### src/rtl/gray_display_pkg.sv
// ---------------------------------------------------------------------------
// gray_display_pkg
// Shared definitions for the Gray-code multiplexed 7-segment scanner.
//   - scan_state_t    : scanner FSM states (IDLE / SHOW / BLANK)
//   - SEG_A..SEG_G    : bit position of each segment on the output pins
//   - SEG_TABLE       : 16 hex glyphs (0-F), stored in a..g order (bit6=a)
//   - bin_to_gray     : 4-bit binary to Gray conversion
//   - glyph_to_pins   : maps an a..g glyph onto the pin bit order
// The BLANK state only becomes reachable when GRAY_SCAN_BLANK_EN is defined.
// ---------------------------------------------------------------------------
package gray_display_pkg;

  typedef enum logic [1:0] {
    ST_IDLE  = 2'd0,
    ST_SHOW  = 2'd1,
    ST_BLANK = 2'd2
  } scan_state_t;

  localparam int SEG_A = 6;
  localparam int SEG_B = 5;
  localparam int SEG_C = 4;
  localparam int SEG_D = 3;
  localparam int SEG_E = 2;
  localparam int SEG_F = 1;
  localparam int SEG_G = 0;

  localparam logic [6:0] SEG_OFF = 7'b0000000;

  // Glyphs are written as abcdefg, left to right
  localparam logic [6:0] SEG_TABLE [16] = '{
    7'b1111110,
    7'b0110000,
    7'b1101101,
    7'b1111001,
    7'b0110011,
    7'b1011011,
    7'b1011111,
    7'b1110000,
    7'b1111111,
    7'b1111011,
    7'b1110111,
    7'b0011111,
    7'b1001110,
    7'b0111101,
    7'b1001111,
    7'b1000111
  };

  function automatic logic [3:0] bin_to_gray(input logic [3:0] bin);
    return bin ^ (bin >> 1);
  endfunction

  // Keeps the table readable while letting the pin order be changed in one place
  function automatic logic [6:0] glyph_to_pins(input logic [6:0] abcdefg);
    logic [6:0] pins;
    pins        = SEG_OFF;
    pins[SEG_A] = abcdefg[6];
    pins[SEG_B] = abcdefg[5];
    pins[SEG_C] = abcdefg[4];
    pins[SEG_D] = abcdefg[3];
    pins[SEG_E] = abcdefg[2];
    pins[SEG_F] = abcdefg[1];
    pins[SEG_G] = abcdefg[0];
    return pins;
  endfunction

endpackage

### src/rtl/gray_seg_decoder.sv
// ---------------------------------------------------------------------------
// gray_seg_decoder
// Combinational Gray-convert plus hex glyph lookup, shared by all digits.
// Ports:
//   i_bin : 4-bit binary digit value
//   o_seg : segments a..g (active-high) for the Gray code of i_bin
// ---------------------------------------------------------------------------
module gray_seg_decoder
  import gray_display_pkg::*;
(
  input  logic [3:0] i_bin,
  output logic [6:0] o_seg
);

  logic [3:0] w_gray;

  assign w_gray = bin_to_gray(i_bin);
  assign o_seg  = glyph_to_pins(SEG_TABLE[w_gray]);

endmodule

### src/rtl/gray_display_scanner.sv
// ---------------------------------------------------------------------------
// gray_display_scanner
// Time-multiplexed Gray-code 7-segment controller. Holds NUM_DIGITS 4-bit
// values and lights one digit at a time through a single shared decoder.
// New values arrive over valid/ready into a shadow register and are moved
// to the displayed (active) register only at a frame boundary, or at once
// while the scanner is idle.
//
// Build option: define GRAY_SCAN_BLANK_EN to insert BLANK_CYCLES dark cycles
// between digits (anti-ghosting). Without it digits switch back-to-back.
//
// Ports:
//   i_clk           : system clock, rising edge
//   i_rst_n         : asynchronous active-low reset
//   i_enable        : scan enable; low blanks the display and parks in IDLE
//   i_load_valid    : new value set offered
//   i_load_data     : digit i on bits [4i+3:4i]
//   o_load_ready    : shadow register free (registered)
//   o_seven_segment : segments a..g on bits 6..0, active-high (registered)
//   o_digit_en      : one-hot digit select, active-high (registered)
//   o_frame_done    : one-cycle pulse after the last digit's slot (registered)
// ---------------------------------------------------------------------------
module gray_display_scanner
  import gray_display_pkg::*;
#(
  parameter int NUM_DIGITS   = 4,
  parameter int PRESCALE     = 50000,
  parameter int BLANK_CYCLES = 16
) (
  input  logic                    i_clk,
  input  logic                    i_rst_n,
  input  logic                    i_enable,
  input  logic                    i_load_valid,
  input  logic [4*NUM_DIGITS-1:0] i_load_data,
  output logic                    o_load_ready,
  output logic [6:0]              o_seven_segment,
  output logic [NUM_DIGITS-1:0]   o_digit_en,
  output logic                    o_frame_done
);

  // One counter serves both the lit slot and the dark gap
  localparam int CNT_MAX = (PRESCALE > BLANK_CYCLES) ? PRESCALE : BLANK_CYCLES;
  localparam int CNT_W   = $clog2(CNT_MAX);
  localparam int DIG_W   = $clog2(NUM_DIGITS);

  localparam logic [CNT_W-1:0] PRE_LAST = CNT_W'(PRESCALE - 1);
  localparam logic [DIG_W-1:0] DIG_LAST = DIG_W'(NUM_DIGITS - 1);
`ifdef GRAY_SCAN_BLANK_EN
  localparam logic [CNT_W-1:0] BLK_LAST = CNT_W'(BLANK_CYCLES - 1);
`endif

  scan_state_t             r_state;
  logic [DIG_W-1:0]        r_digit;
  logic [CNT_W-1:0]        r_cnt;
  logic [4*NUM_DIGITS-1:0] r_active;
  logic [4*NUM_DIGITS-1:0] r_shadow;
  logic                    r_pending;
  logic                    r_load_ready;
  logic [6:0]              r_seg;
  logic [NUM_DIGITS-1:0]   r_digit_en;
  logic                    r_frame_done;

  scan_state_t             w_state_nxt;
  logic [DIG_W-1:0]        w_digit_nxt;
  logic [DIG_W-1:0]        w_digit_inc;
  logic [CNT_W-1:0]        w_cnt_nxt;
  logic                    w_wrap;
  logic                    w_xfer;
  logic                    w_apply;
  logic                    w_pending_nxt;
  logic [4*NUM_DIGITS-1:0] w_active_nxt;
  logic [3:0]              w_dec_bin;
  logic [6:0]              w_dec_seg;
  logic                    w_show_nxt;
  logic [NUM_DIGITS-1:0]   w_onehot_nxt;

  assign w_digit_inc = (r_digit == DIG_LAST) ? '0 : r_digit + 1'b1;

  // Next scan position. The outputs are registered from these values so the
  // segments and digit enable switch on the same edge as the state/digit.
  // A digit slot ends (and the frame may wrap) only when moving to the next
  // digit; with blanking that is the end of the dark gap.
  always_comb begin
    w_state_nxt = r_state;
    w_digit_nxt = r_digit;
    w_cnt_nxt   = r_cnt;
    w_wrap      = 1'b0;
    if (!i_enable) begin
      w_state_nxt = ST_IDLE;
      w_digit_nxt = '0;
      w_cnt_nxt   = '0;
    end else begin
      case (r_state)
        ST_IDLE: begin
          w_state_nxt = ST_SHOW;
          w_digit_nxt = '0;
          w_cnt_nxt   = '0;
        end
        ST_SHOW: begin
          if (r_cnt == PRE_LAST) begin
            w_cnt_nxt = '0;
`ifdef GRAY_SCAN_BLANK_EN
            w_state_nxt = ST_BLANK;
`else
            w_state_nxt = ST_SHOW;
            w_digit_nxt = w_digit_inc;
            w_wrap      = (r_digit == DIG_LAST);
`endif
          end else begin
            w_cnt_nxt = r_cnt + 1'b1;
          end
        end
`ifdef GRAY_SCAN_BLANK_EN
        ST_BLANK: begin
          if (r_cnt == BLK_LAST) begin
            w_state_nxt = ST_SHOW;
            w_digit_nxt = w_digit_inc;
            w_cnt_nxt   = '0;
            w_wrap      = (r_digit == DIG_LAST);
          end else begin
            w_cnt_nxt = r_cnt + 1'b1;
          end
        end
`endif
        default: begin
          w_state_nxt = ST_IDLE;
          w_digit_nxt = '0;
          w_cnt_nxt   = '0;
        end
      endcase
    end
  end

  // Handshake and shadow/active hand-off. Pending data moves to the active
  // register at a frame wrap, or on any clock spent in IDLE. A capture on
  // the same clock lands in the shadow after the old shadow has been copied,
  // so it stays pending for the following boundary.
  always_comb begin
    w_xfer        = i_load_valid && r_load_ready;
    w_apply       = r_pending && ((r_state == ST_IDLE) || w_wrap);
    w_pending_nxt = w_xfer || (r_pending && !w_apply);
    w_active_nxt  = w_apply ? r_shadow : r_active;
    w_dec_bin     = w_active_nxt[{w_digit_nxt, 2'b00} +: 4];
    w_show_nxt    = (w_state_nxt == ST_SHOW);
    w_onehot_nxt  = {{(NUM_DIGITS-1){1'b0}}, 1'b1} << w_digit_nxt;
  end

  gray_seg_decoder u_decoder (
    .i_bin (w_dec_bin),
    .o_seg (w_dec_seg)
  );

  // Single state register block: FSM position, data registers and all
  // outputs. Reset clears everything, including any pending load.
  always_ff @(posedge i_clk or negedge i_rst_n) begin
    if (!i_rst_n) begin
      r_state      <= ST_IDLE;
      r_digit      <= '0;
      r_cnt        <= '0;
      r_active     <= '0;
      r_shadow     <= '0;
      r_pending    <= 1'b0;
      r_load_ready <= 1'b1;
      r_seg        <= SEG_OFF;
      r_digit_en   <= '0;
      r_frame_done <= 1'b0;
    end else begin
      r_state      <= w_state_nxt;
      r_digit      <= w_digit_nxt;
      r_cnt        <= w_cnt_nxt;
      r_active     <= w_active_nxt;
      if (w_xfer) begin
        r_shadow <= i_load_data;
      end
      r_pending    <= w_pending_nxt;
      r_load_ready <= !w_pending_nxt;
      r_frame_done <= w_wrap;
      r_seg        <= w_show_nxt ? w_dec_seg : SEG_OFF;
      r_digit_en   <= w_show_nxt ? w_onehot_nxt : '0;
    end
  end

  assign o_load_ready    = r_load_ready;
  assign o_seven_segment = r_seg;
  assign o_digit_en      = r_digit_en;
  assign o_frame_done    = r_frame_done;

endmodule

### config.mk
export PLATFORM = sky130hd
export DESIGN_NAME = gray_display_scanner
export DESIGN_NICKNAME = d
export VERILOG_FILES = /design/src/rtl/gray_display_pkg.sv /design/src/rtl/gray_seg_decoder.sv /design/src/rtl/gray_display_scanner.sv
export SDC_FILE = /design/constraint.sdc
export NUM_CORES = 1
export LEC_CHECK = 0
export CORE_ASPECT_RATIO = 0.7
export CORE_MARGIN = 2
export CORE_UTILIZATION = 40
export CTS_CLUSTER_DIAMETER = 60
export CTS_CLUSTER_SIZE = 20
export DETAILED_ROUTE_END_ITERATION = 12
export PLACE_DENSITY = 0.58
export SLEW_MARGIN = 20
export SYNTH_ARGS = -nofsm -noshare
export SYNTH_HDL_FRONTEND = slang
export SYNTH_SLANG_ARGS = --single-unit
### constraint.sdc
create_clock -name i_clk -period 9.45 [get_ports i_clk]
set_input_delay 1.89 -clock i_clk [delete_from_list [all_inputs] [get_ports i_clk]]
set_output_delay 1.89 -clock i_clk [all_outputs]
set_load 0.03 [all_outputs]
==> results.md <==
* Largest net degree at the start of global routing at 67
* PD cells at around 230 mW/mm^2
* Via count at around 2800
* DR DRC count at 0
* Final hold violations at 0
* Max-cap check violation count at 0
* Area Growth Syn to Fin at 18.96%
* Clock slew at reported path FFs at 50 ps
* DRC marker count from the first detailed-route iteration at 293
* Fmax achieved at 220.3 MHz
* CTS tree: yes
* Vert. Die Dim at between 80 and 90 um
* Worst Path Arrival at 4760 ps
* Yosys warns at 0
* Antenna violations before repair at 0
* Adder-cell share of the synthesized area at 0.006782
* Area contributors post-synth: dfrtp_1, mux2_2, nor4bb_1
* Slew Limit Fails at 0
* Setup repair bufs after CTS at 0
* Worst-path maximum fanout at 34
* Post-CTS Hold Buffers at 0
* Die X at between 100 and 150 um
* Area leader, netlist: dfrtp_1
* Largest family of logic cells by synthesized area: simple AND/OR/NAND/NOR gates
* Worst Tran Pin Value at between 900 and 1000 ps
* Maximum vdd drop at ~100 uV
* Req. time, crit path at 9670 ps
* H-tree Lvls at 3
* Number of global-route vias before repair at 2741
* Antenna viol nets, final at 0
* Post-Syn Area at between 0.003 and 0.004 mm^2
* Post-synth cell types at 48
* Initial cell density of the core at 0.4100
* Yosys reg bits at 66
* Core Footprint at 0.008999 mm^2
* Crit path launch type: input port
* Wirelength per Cell at 16.95 um
* Number of fillers in the final layout at 841
* GRT Total Usage at 0.1854
* Clock sinks at 66
* # diodes at 0
* Register area share after synthesis at 0.4479
* RSZ-0062 raised after global routing: no
* Root Buffer: clkbuf_16
* Compound-gate portion of the synthesized area at 0.1438
* Fin Setup TNS at 0 ps
* Leak Pwr at 1.704 nW
* Setup violators final at 0
* Fin crit period at 4540 ps
* Longest Clk Path Bufs at 2
* IO Port Bufs at 32
* DP HPWL at 5.301 mm
* CTS resizes at 0
* Top_reg_cell synth: dfrtp_1
* Post-synth ARST share at 1.000
* CP Class: input port to flop
* Syn_area_per_cell at between 10 and 15 um^2
* CTS buffer count at 9
* Nets at 389
* Status: finished, final reports clean
* Net Count, Synth at 369
* Skew final at between 5 and 6 ps
* First-pass GRT wire length at 14.70 mm
* Hold/Removal Path Class: flop to flop
* Top cell type's share of synthesized area at 0.4408
* Post-route design area at 0.004389 mm^2
* Mux cell area share after synthesis at 0.08986
* Layout cells sized above 1 at 0.1586
* Drt total wl at 8.408 mm
* Gr ovfl total at 0
* Worst skew pair latency at 330 ps
* Slew headroom at 0.3797
* Placed cell area at 0.004069 mm^2
* Post-Synth XOR/XNOR Area at 0.03798
* DR vias/cell at ~5.6
* CP Capture Type: flop
* Io pins at 33
* RD Place Congestion at roughly 0.8
* Drt first pass iters at 4
* Period utilization at 0.4804
* Synthesized netlist cell count at 347
* Rows at 29
* Die area at 0.01002 mm^2
* Simple-Gate Fraction of Synth Area at 0.2319
* Number of flops mapped to enable cells by yosys at 0
==> per-stage QoR <==
step / worst slack (ps) / cells / util / total power, mW / hold WS (ps)
floorplan: 5684 / 347 / - / 0.5650 / 425.1
global placement: 4693 / 480 / 0.4519 / 0.6384 / 441.3
detailed placement: 4577 / 480 / 0.4522 / 0.6421 / 447.1
CTS: 4916 / 496 / 0.4878 / 1.003 / 453.0
global route: 4692 / 496 / 0.4878 / 1.052 / 486.0
finish: 4910 / 496 / 0.4878 / 0.9960 / 456.4
==> state kept, by name, indices dropped and copies added (netlist names) <==
signal,cells
r_digit,2
o_frame_done,1
o_load_ready,1
r_cnt,16
r_shadow,16
o_digit_en,4
r_state,2
r_pending,1
r_active,16
o_seven_segment,7
==> path summary, 6_finish.rpt <==
path	start	to	slack (ps)	depth (start not counted)
setup / recovery	i_enable	o_seven_segment[5]	4910	11
setup reg to reg	r_cnt[10]	o_seven_segment[5]	5660	8
min in group asynchronous	i_rst_n	r_shadow[12]	1750	2
hold reg to reg	r_cnt[0]	r_cnt[0]	460	1
max in group asynchronous	i_rst_n	o_frame_done	7150	2
hold / removal	r_cnt[0]	r_cnt[0]	460	1
==> area by class of cell <==
cell class | instances | area, um^2 | area share
multi-input combinational | 247 | 1889 | 0.4304
sequential | 66 | 1653 | 0.3766
timing repair buffer | 36 | 345.3 | 0.07868
clock buffer | 11 | 242.7 | 0.05530
tap | 124 | 155.1 | 0.03535
clock inverter | 5 | 77.57 | 0.01767
inverter | 7 | 26.28 | 0.005986
==> power breakdown <==
part	total, mW	switching (mW)	internal, mW
registers	0.384	0.0447	0.339
clock network	0.356	0.119	0.237
logic	0.256	0.127	0.129
==> cell usage in the layout (no fill, tap or decap), types with 3 or more instances in the layout <==
cell	count
clkbuf_16	9
o41ai_1	16
xnor2_1	11
nor2b_1	16
mux2i_1	8
mux2_2	19
buf_4	4
a221oi_1	16
and2_1	16
nor4bb_1	16
a21oi_1	4
nand2b_1	4
inv_1	5
nor3_1	6
xor2_1	5
dfrtp_1	65
nand3_1	23
and3_1	8
nor2_1	26
o211ai_2	8
nand2_1	8
clkdlybuf4s50_1	31
o21ai_0	3
o211ai_1	8
==> cell families after synthesis <==
group                    Yosys count
multiplexers                      29
buffers and inverters             34
AO/OA/AOI/OAI                     61
flip-flops                        66
XOR/XNOR                          16
adder cells (fa/ha/maj)            2
AND/OR/NAND/NOR                  138
other                              1
==> synthesized netlist by cell type, types with 2 or more instances <==
master / number
nor2_1: 26
mux2i_1: 8
nand2b_1: 4
nand3_1: 23
and3_1: 8
mux2_2: 19
and2_1: 16
o21ai_0: 3
or4_1: 2
o211ai_2: 8
o211ai_1: 8
o221a_1: 2
inv_2: 2
xnor2_1: 11
a221oi_1: 16
inv_1: 5
clkbuf_1: 23
buf_6: 3
o41ai_1: 16
nor3_1: 6
xor2_1: 5
nor2b_1: 17
dfrtp_1: 65
nand2_1: 8
nor4bb_1: 16
ha_1: 2
a21oi_1: 4
==> routing by layer <==
| layer | vias to the layer above | wire length [um] | global-route usage |
|---|---|---|---|
| met3 | 8 | 512 | 0.04959 |
| met1 | 1339 | 4475 | 0.2873 |
| met4 | 0 | 98 | 0.05519 |
| met5 | - | 0 | 0 |
| met2 | 84 | 3321 | 0.2492 |
| li1 | 1346 | - | - |
==> critical path, cell delays in order <==
cell	delay (ps)
clkdlybuf4s50_1	460
buf_4	330
and3b_1	320
nand2_1	90
mux2_2	350
inv_2	160
nor3_2	80
nor4_4	530
nand2b_2	130
o21a_1	190
o221a_1	210
(Power assumes the default switching activity.)
==> edit 1: new RTL, config.mk and constraints unchanged <==
Register the output `o_digit_en` once more, with the module's reset; this adds one clock of latency there. The other outputs are not delayed to match. Comments in the files are not updated.
--- a/src/rtl/gray_display_scanner.sv
+++ b/src/rtl/gray_display_scanner.sv
@@ -182,7 +182,13 @@
 
   assign o_load_ready    = r_load_ready;
   assign o_seven_segment = r_seg;
-  assign o_digit_en      = r_digit_en;
+  always_ff @(posedge i_clk or negedge i_rst_n) begin
+    if (!i_rst_n) begin
+      o_digit_en <= '0;
+    end else begin
+      o_digit_en <= r_digit_en;
+    end
+  end
   assign o_frame_done    = r_frame_done;
 
 endmodule
Check against the original RTL: not equivalent (Yosys sat finds a counterexample within 4 cycles, from zero or initial values and one cycle with i_rst_n low).
==> edit 1 against the unedited design <==
Area after synthesis decreased by 12%; highest routed layer unchanged; design area decreased by 11%; power decreased by 3.4%; sequential cell count increased by 4; cell count decreased by 17%; routed wire length decreased by 27%; setup slack got worse by 480 ps.
==> edit 1: results (changes against the unedited design) <==
Met3 GRT Util: 5.19% (was 4.96%)
Post-Layout Cell Count: 410 (was 496)
Share of cells above drive strength 1: 20.1% (was 15.9%)
Largest cells by area after synthesis: dfrtp_1, mux2_2, nand2_1, nor2_1, xnor2_1 (was dfrtp_1, mux2_2, nor4bb_1, a221oi_1, o41ai_1)
NumNets Final: 326 (was 389)
Count of clock buffers in the final design: 10 (was 11)
Vias in the first global route: 2015 (was 2741)
DR vias/cell: 5.07 (was 5.60)
Gr usage total: 15.7% (was 18.5%)
Post-Synthesis Cells: 274 (was 347)
CP max stage cell: nor4_2 (was nor4_4)
Synth cell count leaders: dfrtp_1, nand2_1, nor2_1, mux2_2, inv_1 (was dfrtp_1, nor2_1, clkbuf_1, nand3_1, mux2_2)
Max VDD drop: 0.000131 V (was 0.0000996 V)
Met2 Resource Use GR: 20.4% (was 24.9%)
HPWL Detailed: 4250 um (was 5300 um)
Multi-input gates: 176 (was 247)
Dpl ws: 4110 ps (was 4580 ps)
Setup Skew: 7.30 ps (was 5.17 ps)
# fillers: 730 (was 841)
Pleak: 1.74 nW (was 1.70 nW)
RePlAce Congestion: 0.835 (was 0.787)
Least-Margin Pin Slew: 1020 ps (was 926 ps)
Footprint of the multi-input gates: 1330 um2 (was 1890 um2)
First-pass GRT wire length: 10600 um (was 14700 um)
PwrDens: 246 nW/um2 (was 227 nW/um2)
Count of plain and timing-repair buffers: 33 (was 36)
Met1 usage: 23.4% (was 28.7%)
Met2 routed WL: 2470 um (was 3320 um)
Post-Syn Nets: 296 (was 369)
Status: complete, no violations (unchanged)
Non-clock buffer share: 8.26% (was 7.87%)
WL met3: 260 um (was 512 um)
Placed cells: 394 (was 480)
ClkCell Share: 8.30% (was 7.30%)
Critical path fanouts, max: 16 (was 34)
edit 1: kinds of logic after synthesis:
family | after synthesis | share of synthesized area, %
XOR/XNOR | 16 | 4.32
buffers and inverters | 28 | 5.17
other | 1 | 0.116
adder cells (fa/ha/maj) | 2 | 0.771
flip-flops | 70 | 54.0
AND/OR/NAND/NOR | 80 | 14.6
multiplexers | 25 | 8.94
AO/OA/AOI/OAI | 52 | 12.1
edit 1: worst paths after layout:
path                                     from                  to  slack (ps)  cells after the start
worst max-delay path                 i_enable  o_seven_segment[3]        4430                     10
worst min register to register  r_digit_en[3]       o_digit_en[3]         350                      0
worst max register to register       r_cnt[4]  o_seven_segment[3]        5760                      9
min in group asynchronous             i_rst_n            r_cnt[4]        1740                      2
worst min-delay path            r_digit_en[3]       o_digit_en[3]         350                      0
max in group asynchronous             i_rst_n            r_cnt[9]        7130                      2
edit 1: where the power goes:
group	internal, mW	switching [mW]	total, mW
Clock	0.233	0.128	0.361
Combinational	0.100	0.115	0.215
Sequential	0.360	0.0260	0.386
==> edit 2: new RTL, config.mk and constraints unchanged <==
Without the edit above. Build with the macro `GRAY_SCAN_BLANK_EN` defined.
--- a/src/rtl/gray_display_scanner.sv
+++ b/src/rtl/gray_display_scanner.sv
@@ -20,6 +20,8 @@
 //   o_digit_en      : one-hot digit select, active-high (registered)
 //   o_frame_done    : one-cycle pulse after the last digit's slot (registered)
 // ---------------------------------------------------------------------------
+`define GRAY_SCAN_BLANK_EN
+
 module gray_display_scanner
   import gray_display_pkg::*;
 #(
Formal check against the unedited RTL: no difference found for any inputs over 10 cycles, from zero or initial values and one cycle with i_rst_n low; that may be too few to reach the edited logic, so the function may still have changed.
==> edit 2 against the unedited design <==
Area after synthesis decreased by 11%; routed wire length fell by 24%; critical path depth down 2; clock skew is essentially flat; power fell by 14%; first-iteration DRC count is 55% lower; design area shrank 9.3%; synthesized cell count down 21%; hold slack better by 6.0 ps; maximum frequency down 3.6%; sequential share of layout area rose by 3.9 points; sequential cell count did not move; non-clock buffer count down 3; setup slack lost 170 ps; largest cell class is now flip-flops and latches.
==> edit 2: results (changes against the unedited design) <==
NumNets Final: 334 (was 389)
Synth Area in XOR/XNOR: 4.25% (was 3.80%)
Multi-input gates: 186 (was 247)
RePlAce Congestion: 0.768 (was 0.787)
Share of cells above drive strength 1: 19.6% (was 15.9%)
CP max stage cell: o2111ai_1 (was nor4_4)
Post-Syn Area per Cell: 12.1 um2 (was 10.6 um2)
Routed via count: 2123 (was 2777)
First-pass GRT wire length: 10500 um (was 14700 um)
Compound-Gate Fraction of Synth Area: 15.6% (was 14.4%)
Met2 routed WL: 2620 um (was 3320 um)
Netlist cell types: 50 (was 48)
Placed cell area: 3690 um2 (was 4070 um2)
ClkCell Share: 7.20% (was 7.30%)
Max VDD drop: 0.000150 V (was 0.0000996 V)
Top sig layer: met4 (unchanged)
Fraction of area in multi-input gates: 38.5% (was 43.0%)
DR vias/cell: 5.14 (was 5.60)
# fillers: 705 (was 841)
Count of plain and timing-repair buffers: 33 (was 36)
WL met3: 286 um (was 512 um)
Worst Path Arrival: 4900 ps (was 4760 ps)
Dpl ws: 4440 ps (was 4580 ps)
Critical path fanouts, max: 22 (was 34)
Crit path largest cell delay: 600 ps (was 530 ps)
Overall Power: 859 uW (was 996 uW)
Mux contribution to synthesized area: 7.74% (was 8.99%)
Placed cells: 398 (was 480)
Post-Synth Adder-Cell Area: 2.28% (was 0.678%)
Non-clock buffer share: 8.11% (was 7.87%)
Post-Syn Nets: 299 (was 369)
Post-DR wirelength/cell: 15.4 um (was 17.0 um)
Synth cell count leaders: dfrtp_1, nor2_1, and3_1, mux2_2, nand2_1 (was dfrtp_1, nor2_1, clkbuf_1, nand3_1, mux2_2)
Slew Limit Headroom: 44.7% (was 38.0%)
Switching Power: 233 uW (was 291 uW)
Gr usage total: 15.4% (was 18.5%)
Syn-to-layout area delta: 20.7% (was 19.0%)
HPWL Detailed: 4370 um (was 5300 um)
Share of the yosys chip area belonging to registers: 50.1% (was 44.8%)
Inverters, non-clock: 12 (was 7)
Count of clock buffers in the final design: 12 (was 11)
Clk pwr share: 37.4% (was 35.8%)
P_seq: 358 uW (was 384 uW)
Largest cells by area after synthesis: dfrtp_1, mux2_2, a2111oi_4, and3_1, nor2_1 (was dfrtp_1, mux2_2, nor4bb_1, a221oi_1, o41ai_1)
Status: complete, no violations (unchanged)
Vias in the first global route: 1988 (was 2741)
Top delay family on crit path: compound AO/OA/AOI/OAI gates (was simple AND/OR/NAND/NOR gates)
Pleak: 1.77 nW (was 1.70 nW)
M1 wire length: 3430 um (was 4480 um)
Area occupied by registers: 1650 um2 (unchanged)
-- edit 2: changes by cell type after synthesis, moves of 10 or more --
cell,change
clkbuf_1,-18
a21o_1,+11
nor2b_1,-13
nor4bb_1,-16
o41ai_1,-16
and2_1,-14
nand3_1,-14
and3_1,+10
a221oi_1,-14
-- edit 2: layer usage --
layer  GRT usage (%)  vias to the layer above
met2            20.2                       40
met4            4.51                        0
met5               0                        -
li1                -                     1048
met3            6.23                        4
met1            23.0                     1031
-- edit 2: final timing paths --
check / start / end / slack [ps] / cells after the start
min in group asynchronous: i_rst_n / o_seven_segment[5] / 1760 / 2
min: r_cnt[0] / r_cnt[0] / 460 / 1
max reg2reg: r_cnt[4] / o_seven_segment[2] / 5890 / 9
max in group asynchronous: i_rst_n / r_active[3] / 7160 / 2
max: i_enable / o_seven_segment[2] / 4740 / 9
min reg2reg: r_cnt[0] / r_cnt[0] / 460 / 1
